### config.mk
export PLATFORM = sky130hd
export DESIGN_NAME = pitch_detect_flat
export DESIGN_NICKNAME = d
export VERILOG_FILES = /design/src/rtl/pitch_detect_if.sv /design/src/rtl/pitch_detect.sv /design/src/flat_wrapper.sv
export SDC_FILE = /design/constraint.sdc
export NUM_CORES = 1
export LEC_CHECK = 0
export ABC_AREA = 1
export BUFFER_PORTS_ARGS = -buffer_cell sky130_fd_sc_hd__buf_2
export CAP_MARGIN = 20
export CORE_MARGIN = 2
export CORE_UTILIZATION = 56
export CTS_CLUSTER_SIZE = 12
export DETAILED_ROUTE_END_ITERATION = 8
export MAX_ROUTING_LAYER = met4
export PLACE_DENSITY = 0.78
export SKIP_CTS_REPAIR_TIMING = 1
export SYNTH_ARGS = -nofsm -noshare
export SYNTH_HDL_FRONTEND = slang
export SYNTH_SLANG_ARGS = --single-unit
### constraint.sdc
create_clock -name CLOCK_50 -period 3.6 [get_ports CLOCK_50]
set_clock_uncertainty 0.1 [all_clocks]
set_input_delay 0.72 -clock CLOCK_50 [delete_from_list [all_inputs] [get_ports CLOCK_50]]
set_output_delay 0.72 -clock CLOCK_50 [all_outputs]
set_load 0.03 [all_outputs]
### src/rtl/pitch_detect_if.sv
//==============================================================================
// Module      : pitch_detect_if
// Description : Sample-pop and note-result bundle between the audio controller
//               side (master) and the pitch detector (slave).
// Revision    : 1.0 - initial release
//==============================================================================
`default_nettype none

interface pitch_detect_if;
  logic signed [31:0] audio_in;
  logic               read_ready;
  logic               read;
  logic        [6:0]  note_num;
  logic               note_valid;
  logic        [9:0]  period;

  modport master (
    output audio_in, read_ready,
    input  read, note_num, note_valid, period
  );

  modport slave (
    input  audio_in, read_ready,
    output read, note_num, note_valid, period
  );
endinterface

`default_nettype wire

### src/rtl/pitch_detect.sv
//==============================================================================
// Module      : pitch_detect
// Description : Zero-crossing pitch detector with hysteresis, period averaging
//               and note classification. Define PITCH_DETECT_LOCK_EN to only
//               report a note after two consecutive equal classifications.
// Revision    : 1.0 - initial release
//==============================================================================
`default_nettype none

module pitch_detect #(
  parameter int HYST       = 4096,
  parameter int AVG_N_LOG2 = 2,
  parameter int TIMEOUT    = 1023
) (
  input  wire logic     CLOCK_50,
  input  wire logic     reset,
  pitch_detect_if.slave bus
);

  localparam int CNT_W = 10;
  localparam int ACC_W = 12;
  localparam int PC_W  = AVG_N_LOG2 + 1;

  localparam logic [CNT_W-1:0]  TIMEOUT_C = CNT_W'(TIMEOUT);
  localparam logic [PC_W-1:0]   PCNT_FULL = PC_W'(1 << AVG_N_LOG2);
  localparam logic signed [31:0] HYST_POS = 32'(HYST);
  localparam logic signed [31:0] HYST_NEG = -HYST_POS;

  typedef enum logic [1:0] {
    IDLE     = 2'd0,
    CAPTURE  = 2'd1,
    DETECT   = 2'd2,
    CLASSIFY = 2'd3
  } state_t;

  state_t             state_q;
  logic signed [31:0] sample_q;
  logic [CNT_W-1:0]   cnt_q;
  logic [ACC_W-1:0]   acc_q;
  logic [PC_W-1:0]    pcnt_q;
  logic               have_ref_q;
  logic               armed_q;
  logic               to_done_q;
  logic [6:0]         note_q;
  logic               valid_q;
  logic [9:0]         period_q;
`ifdef PITCH_DETECT_LOCK_EN
  logic [6:0]         cand_q;
  logic               cand_vld_q;
`endif

  logic               arm_d;
  logic               rise_d;
  logic [ACC_W-1:0]   acc_sum_d;
  logic [PC_W-1:0]    pcnt_inc_d;
  logic [6:0]         class_d;

  function automatic logic [6:0] classify(input logic [9:0] p);
    if (p >= 10'd423 && p <= 10'd449) return 7'd22;
    if (p >= 10'd356 && p <= 10'd378) return 7'd25;
    if (p >= 10'd282 && p <= 10'd300) return 7'd29;
    if (p >= 10'd238 && p <= 10'd252) return 7'd32;
    if (p >= 10'd212 && p <= 10'd224) return 7'd34;
    return 7'd0;
  endfunction

  always_comb begin
    arm_d      = (sample_q <= HYST_NEG);
    rise_d     = armed_q && (sample_q >= HYST_POS);
    acc_sum_d  = acc_q + {{(ACC_W-CNT_W){1'b0}}, cnt_q};
    pcnt_inc_d = pcnt_q + PC_W'(1);
    class_d    = classify(period_q);
  end

  // The pop strobe must coincide with the latching edge, so it is decoded
  // straight from the idle state rather than registered.
  assign bus.read       = !reset && (state_q == IDLE) && bus.read_ready;
  assign bus.note_num   = note_q;
  assign bus.note_valid = valid_q;
  assign bus.period     = period_q;

  always_ff @(posedge CLOCK_50) begin
    if (reset) begin
      state_q    <= IDLE;
      sample_q   <= '0;
      cnt_q      <= '0;
      acc_q      <= '0;
      pcnt_q     <= '0;
      have_ref_q <= 1'b0;
      armed_q    <= 1'b0;
      to_done_q  <= 1'b0;
      note_q     <= '0;
      valid_q    <= 1'b0;
      period_q   <= '0;
`ifdef PITCH_DETECT_LOCK_EN
      cand_q     <= '0;
      cand_vld_q <= 1'b0;
`endif
    end else begin
      valid_q <= 1'b0;
      case (state_q)
        IDLE: begin
          if (bus.read_ready) begin
            sample_q <= bus.audio_in;
            state_q  <= CAPTURE;
          end
        end

        CAPTURE: begin
          if (cnt_q != TIMEOUT_C) cnt_q <= cnt_q + 10'd1;
          state_q <= DETECT;
        end

        DETECT: begin
          state_q <= IDLE;
          if (rise_d) begin
            armed_q    <= 1'b0;
            to_done_q  <= 1'b0;
            cnt_q      <= '0;
            have_ref_q <= 1'b1;
            // The first crossing only establishes a phase reference.
            if (have_ref_q) begin
              if (pcnt_inc_d == PCNT_FULL) begin
                period_q <= acc_sum_d[AVG_N_LOG2 +: 10];
                acc_q    <= '0;
                pcnt_q   <= '0;
                state_q  <= CLASSIFY;
              end else begin
                acc_q  <= acc_sum_d;
                pcnt_q <= pcnt_inc_d;
              end
            end
          end else begin
            if (arm_d) armed_q <= 1'b1;
            if (cnt_q == TIMEOUT_C && !to_done_q) begin
              to_done_q  <= 1'b1;
              note_q     <= '0;
              valid_q    <= 1'b1;
              period_q   <= '0;
              acc_q      <= '0;
              pcnt_q     <= '0;
              have_ref_q <= 1'b0;
              armed_q    <= 1'b0;
`ifdef PITCH_DETECT_LOCK_EN
              cand_vld_q <= 1'b0;
`endif
            end
          end
        end

        CLASSIFY: begin
          state_q <= IDLE;
`ifdef PITCH_DETECT_LOCK_EN
          if (cand_vld_q && (class_d == cand_q)) begin
            note_q  <= class_d;
            valid_q <= 1'b1;
          end
          cand_q     <= class_d;
          cand_vld_q <= 1'b1;
`else
          note_q  <= class_d;
          valid_q <= 1'b1;
`endif
        end

        default: state_q <= IDLE;
      endcase
    end
  end

endmodule

`default_nettype wire

### src/flat_wrapper.sv
// flat-port wrapper written by rule: the top's interface ports become plain ports
module pitch_detect_flat 
#(
  parameter int HYST       = 4096,
  parameter int AVG_N_LOG2 = 2,
  parameter int TIMEOUT    = 1023
)
  (CLOCK_50, reset, bus_audio_in, bus_read_ready, bus_read, bus_note_num, bus_note_valid, bus_period);
  pitch_detect_if bus_i ();
  input  wire logic CLOCK_50;
  input  wire logic reset;
  input wire logic [$bits(bus_i.audio_in)-1:0] bus_audio_in;
  input wire logic [$bits(bus_i.read_ready)-1:0] bus_read_ready;
  output wire logic [$bits(bus_i.read)-1:0] bus_read;
  output wire logic [$bits(bus_i.note_num)-1:0] bus_note_num;
  output wire logic [$bits(bus_i.note_valid)-1:0] bus_note_valid;
  output wire logic [$bits(bus_i.period)-1:0] bus_period;
  assign bus_i.audio_in = bus_audio_in;
  assign bus_i.read_ready = bus_read_ready;
  assign bus_read = bus_i.read;
  assign bus_note_num = bus_i.note_num;
  assign bus_note_valid = bus_i.note_valid;
  assign bus_period = bus_i.period;
  pitch_detect #(.HYST(HYST), .AVG_N_LOG2(AVG_N_LOG2), .TIMEOUT(TIMEOUT)) u_core (.CLOCK_50(CLOCK_50), .reset(reset), .bus(bus_i));
endmodule
# ---- After elaboration in Yosys (flattened, before gate mapping)
# Index checks and enable logic that the tools add are counted.
dict set report totals {
  output_inout_bits 19
  register_bits 80
}
dict set report classes {
  n_reduce_logical 23
  muxes 58
  n_addsub 3
  eq_ne 13
  n_lt_le_gt_ge 12
}
# operator count
set ops {}
lappend ops {{7-bit 2-to-1 mux} 12}
lappend ops {{10-bit 2-to-1 mux} 6}
lappend ops {{12-bit 2-to-1 mux} 4}
lappend ops {{32-bit by 14-bit >= comparator with 1-bit output, second input constant} 1}
lappend ops {{32-bit by 13-bit <= comparator with 1-bit output, second input constant} 1}
lappend ops {{10-bit by 9-bit >= comparator with 1-bit output, second input constant} 3}
lappend ops {{10-bit by 9-bit <= comparator with 1-bit output, second input constant} 3}
lappend ops {{1-bit 2-to-1 mux} 24}
lappend ops {{10-bit by 8-bit >= comparator with 1-bit output, second input constant} 2}
lappend ops {{10-bit by 8-bit <= comparator with 1-bit output, second input constant} 2}
lappend ops {{10-bit one-hot mux with 2 select lines} 1}
lappend ops {{7-bit one-hot mux with 2 select lines} 1}
lappend ops {{12-bit by 10-bit adder with 12-bit output} 1}
lappend ops {{3-bit 2-to-1 mux} 4}
lappend ops {{10-bit by 1-bit adder with 10-bit output, second input constant} 1}
lappend ops {{10-bit == test, second input constant} 1}
lappend ops {{10-bit != test, second input constant} 1}
lappend ops {{1-bit logical AND} 9}
lappend ops {{3-bit AND reduction} 3}
lappend ops {{2-bit 2-to-1 mux} 4}
lappend ops {{2-bit by 1-bit != test with 1-bit output, second input constant} 4}
lappend ops {{2-bit one-hot mux with 4 select lines} 1}
lappend ops {{2-bit != test, second input constant} 3}
lappend ops {{2-bit AND reduction} 3}
lappend ops {{10 further kinds} 14}

# ---- Depth between registers and ports, before layout
dict set report depth {
  word_depth 19
  mapped_depth 12
  depth_no_buf 12
}

# ---- Worst setup path before layout
# No wires, ideal clock.
dict set report synth_timing {
  path_kind {input-to-output}
  from {in reset}
  to {out bus_read}
  path_slack_ps 1303
  n_path_buf 2
  t_arrival_ps 1477
  t_required_ps 2780
  cell_stages 3
  path_cell_list {clkbuf_1 clkbuf_1 nor2_1}
}
dict set report synth_between {
  elab_chain_len 3
}
# element line_no
set synth_lines {}
lappend synth_lines {{start: declaration} flat_wrapper.sv:11} ;# input wire logic reset;
lappend synth_lines {{1-bit zero test} pitch_detect.sv:77} ;# assign bus.read = !reset && (state_q == IDLE) && bus.read_ready;
lappend synth_lines {{1-bit logical AND (2 in series)} pitch_detect.sv:77}
lappend synth_lines {{end: declaration} flat_wrapper.sv:14} ;# output wire logic [$bits(bus_i.read)-1:0] bus_read;
# No other way between the ends.

# ---- Worst setup path in the final report
dict set report layout_timing {
  from {reg u_core.state_q[0]}
  to {reg u_core.period_q[1] (netlist: u_core.bus.period[1])}
}
dict set report layout_between {
  elab_chain_len 2
}
# element line_no
set layout_lines {}
lappend layout_lines {{start: declaration} pitch_detect.sv:36} ;# state_t state_q;
lappend layout_lines {{start signal: assignment} pitch_detect.sv:84} ;# state_q <= IDLE;
lappend layout_lines {{start signal: assignment} pitch_detect.sv:105} ;# state_q <= CAPTURE;
lappend layout_lines {{start signal: assignment} pitch_detect.sv:111} ;# state_q <= DETECT;
lappend layout_lines {{2-bit == test} pitch_detect.sv:101} ;# case (state_q)
lappend layout_lines {{4-bit AND reduction (no source line)} --}
lappend layout_lines {{end signal: assignment} pitch_detect.sv:124} ;# period_q <= acc_sum_d[AVG_N_LOG2 +: 10];
lappend layout_lines {{end: declaration} pitch_detect.sv:46} ;# logic [9:0] period_q;
# No other way between the ends.
# A chain may end at the register's enable or synchronous reset.

==> results.py <==
metrics = {
    "final_layout": {
        "insertedDiodeCount": 0,
        "area_delta_synth_final_pct": 11.6,
        "final_common_cell": "nand2_1",
        "drive_above_1_share_pct": 11.7,
        "nFillCells": 691,
        "fin_nets": 727,
        "final_cell_mix": "nand2_1, nor2_1, dfxtp_1",
    },
    "synthesis": {
        "synth-seq-cells": 78,
        "synth_cell_types": 33,
        "syn-num-nets": 688,
        "syn-instance-count": 634,
        "syn_avg_cell_area_um2": 6.64,
        "ys.warnings.count": 0,
        "yosysSeqAreaShare_pct": 37.1,
        "syn-cell-area_um2": 4210,
    },
    "clock_network": {
        "numCtsBuffers": 9,
        "cts_tree": "built",
        "htreeDepth": 3,
        "insertion_delay_ns": 0.36,
        "clock_sinks": 78,
        "cts_buffer_depth": 2,
        "clockRootBuffer": "clkbuf_8",
        "path_clk_slew_ns": 0.07,
    },
    "power": {
        "switching_share_pct": 28.6,
        "pwr-share-seq_pct": 49.4,
        "power_leakage_uw": 0.00196,
        "intPower_uw": 1420,
        "switching_power_uw": 569,
        "power_density_nw_per_um2": 424,
        "max-vdd-ir-drop_v": 0.000352,
        "p_clk_share_pct": 34.9,
        "p_comb_share_pct": 15.7,
    },
    "grt": {
        "grt_first_pass_wirelength_um": 16800,
        "grt_usage_pct": 25.0,
        "grt_overflow_total": 0,
        "grt_pass1_vias": 3925,
        "grt_max_degree": 39,
        "antenna_found_initial": 0,
    },
    "min_path": {
        "hold_class": "flop to flop",
    },
    "placed_design": {
        "portBuffers": 52,
        "dp_hpwl_um": 7040,
        "gp_congestion": 0.966,
    },
    "setup_path": {
        "start_kind": "flop",
        "cp_max_fo": 17,
        "worst_setup_path_end_kind": "flop",
        "required_ns": 3.75,
        "cp_data_arrival_time_ns": 2.69,
        "criticalPathCategory": "flop to flop",
    },
    "timing": {
        "hold_violations": 0,
        "tns_ns": 0,
        "slew_headroom_pct": 38.6,
        "period_share_pct": 70.6,
        "fin_hold_ws_ns": 0.362,
        "period_needed_ns": 2.54,
        "rsz0062_at_grt": "false",
        "fmax_mhz": 393,
        "tightest_slew_ns": 0.920,
        "slew_viol_final": 0,
        "setup_violations": 0,
    },
    "run": {
        "maxCapViolCount": 0,
    },
    "floorplanning": {
        "start_util_pct": 58.1,
        "core_area_um2": 7250,
        "die_w_um": 90.7,
        "chipHeight_um": 90.7,
        "rows": 31,
        "io_pins": 54,
        "die_area_um2": 8230,
    },
    "detailed_routing": {
        "totalWireLength_um": 9720,
        "drcViolationCount": 0,
        "initialDrtViolationCount": 220,
        "dr.pass1.iters": 5,
        "num_vias": 4153,
        "wl_per_cell_um": 12.5,
        "ant_nets": 0,
        "vias_per_cell": 5.35,
    },
    "status": {
        "outcome": "finished, final reports clean",
    },
}
-- sequential cells by signal, summed over array words and instances (netlist names) --
signal and cells:
u_core.to_done_q 1, u_core.bus.note_num 5, u_core.sample_q 32, u_core.armed_q 1
u_core.pcnt_q 3, u_core.state_q 2, u_core.bus.note_valid 1, u_core.bus.period 10
u_core.have_ref_q 1, u_core.cnt_q 10, u_core.acc_q 12
-- final cells by class --
type                            instances  area (um^2)  share of cell area, %
Multi-Input combinational cell        482         2350                   50.1
Clock buffer                           10          128                   2.72
Sequential cell                        78         1560                   33.2
Tap cell                               99          124                   2.64
Inverter                               48          180                   3.83
Clock inverter                          5         75.1                   1.60
Timing Repair Buffer                   54          275                   5.86
-- routing by layer --
metal / GRT usage, % / vias to the layer above / part of all wire, %
met5: - / - / 0
met4: 7.05 / 0 / 1.3
met3: 5.76 / 16 / 5.1
met2: 43.5 / 111 / 48
met1: 28.9 / 1896 / 46
li1: - / 2130 / -
-- power groups by stage --
stage	Sequential (uW)	Clock, uW	Combinational (uW)
6_report	984	696	312
4_1_cts	984	703	314
5_1_grt	994	736	366
3_5_place_dp	1000	0	312
2_1_floorplan	990	0	244
3_3_place_gp	999	0	306
-- metrics by stage --
stage                     power [uW]  instance area (um^2)  util (%)  worst slack [ns]  std cells
after CTS                       2000                  4700      64.8              1.07        776
after floorplan                 1230                  4210         -              1.30        634
after global routing            2100                  4700      64.8             0.774        776
after global placement          1300                  4500      62.0              1.23        761
after detailed placement        1320                  4500      62.0              1.11        761
final                           1990                  4700      64.8              1.06        776
-- logic make-up (layout without fill, tap and decap cells) --
family          count (synthesis)  after routing  synth area share, %
buf+inv                        74            117                 7.01
simple gates                  340            340                 34.3
fa+ha+maj                      19             19                 5.82
other cells                     1              1               0.0890
compound gates                111            111                 13.5
xor+xnor                       11             11                 2.29
flops                          78             78                 37.1
-- worst max-delay path, stage by stage, from the launching register on --
cell	delay [ns]
dfxtp_1	0.34
inv_1	0.13
ha_1	0.60
inv_1	0.12
nor2_1	0.25
nand2_1	0.31
nand2_1	0.35
o21a_1	0.18
nor2_1	0.04
-- synthesized netlist by cell type (all sizes together) --
cell type | number | area (um^2)
nand3b | 1 | 7.51
a31oi | 1 | 6.26
ha | 18 | 225
o21bai | 1 | 7.51
nor4 | 4 | 25.0
nor3 | 13 | 65.1
nand4 | 6 | 37.5
clkbuf | 16 | 60.1
o21a | 1 | 7.51
o21ai | 44 | 220
a22oi | 1 | 7.51
xnor2 | 7 | 61.3
dfxtp | 78 | 1560
or2 | 1 | 6.26
nor2 | 121 | 488
a21oi | 62 | 310
nand3 | 44 | 243
conb | 1 | 3.75
fa | 1 | 20.0
a211oi | 1 | 7.51
xor2 | 4 | 35.0
buf | 10 | 55.1
inv | 48 | 180
nand2 | 150 | 571
-- path summary, 6_finish.rpt --
check | start | endpoint | slack (ns) | cells past startpoint
hold reg to reg | u_core.bus.note_num[5] | u_core.bus.note_num[5] | 0.36 | 2
setup reg to reg | u_core.state_q[0] | u_core.bus.period[1] | 1.06 | 8
setup / recovery | u_core.state_q[0] | u_core.bus.period[1] | 1.06 | 8
hold / removal | u_core.bus.note_num[5] | u_core.bus.note_num[5] | 0.36 | 2
Note: power is estimated with default switching activity, not from simulation.
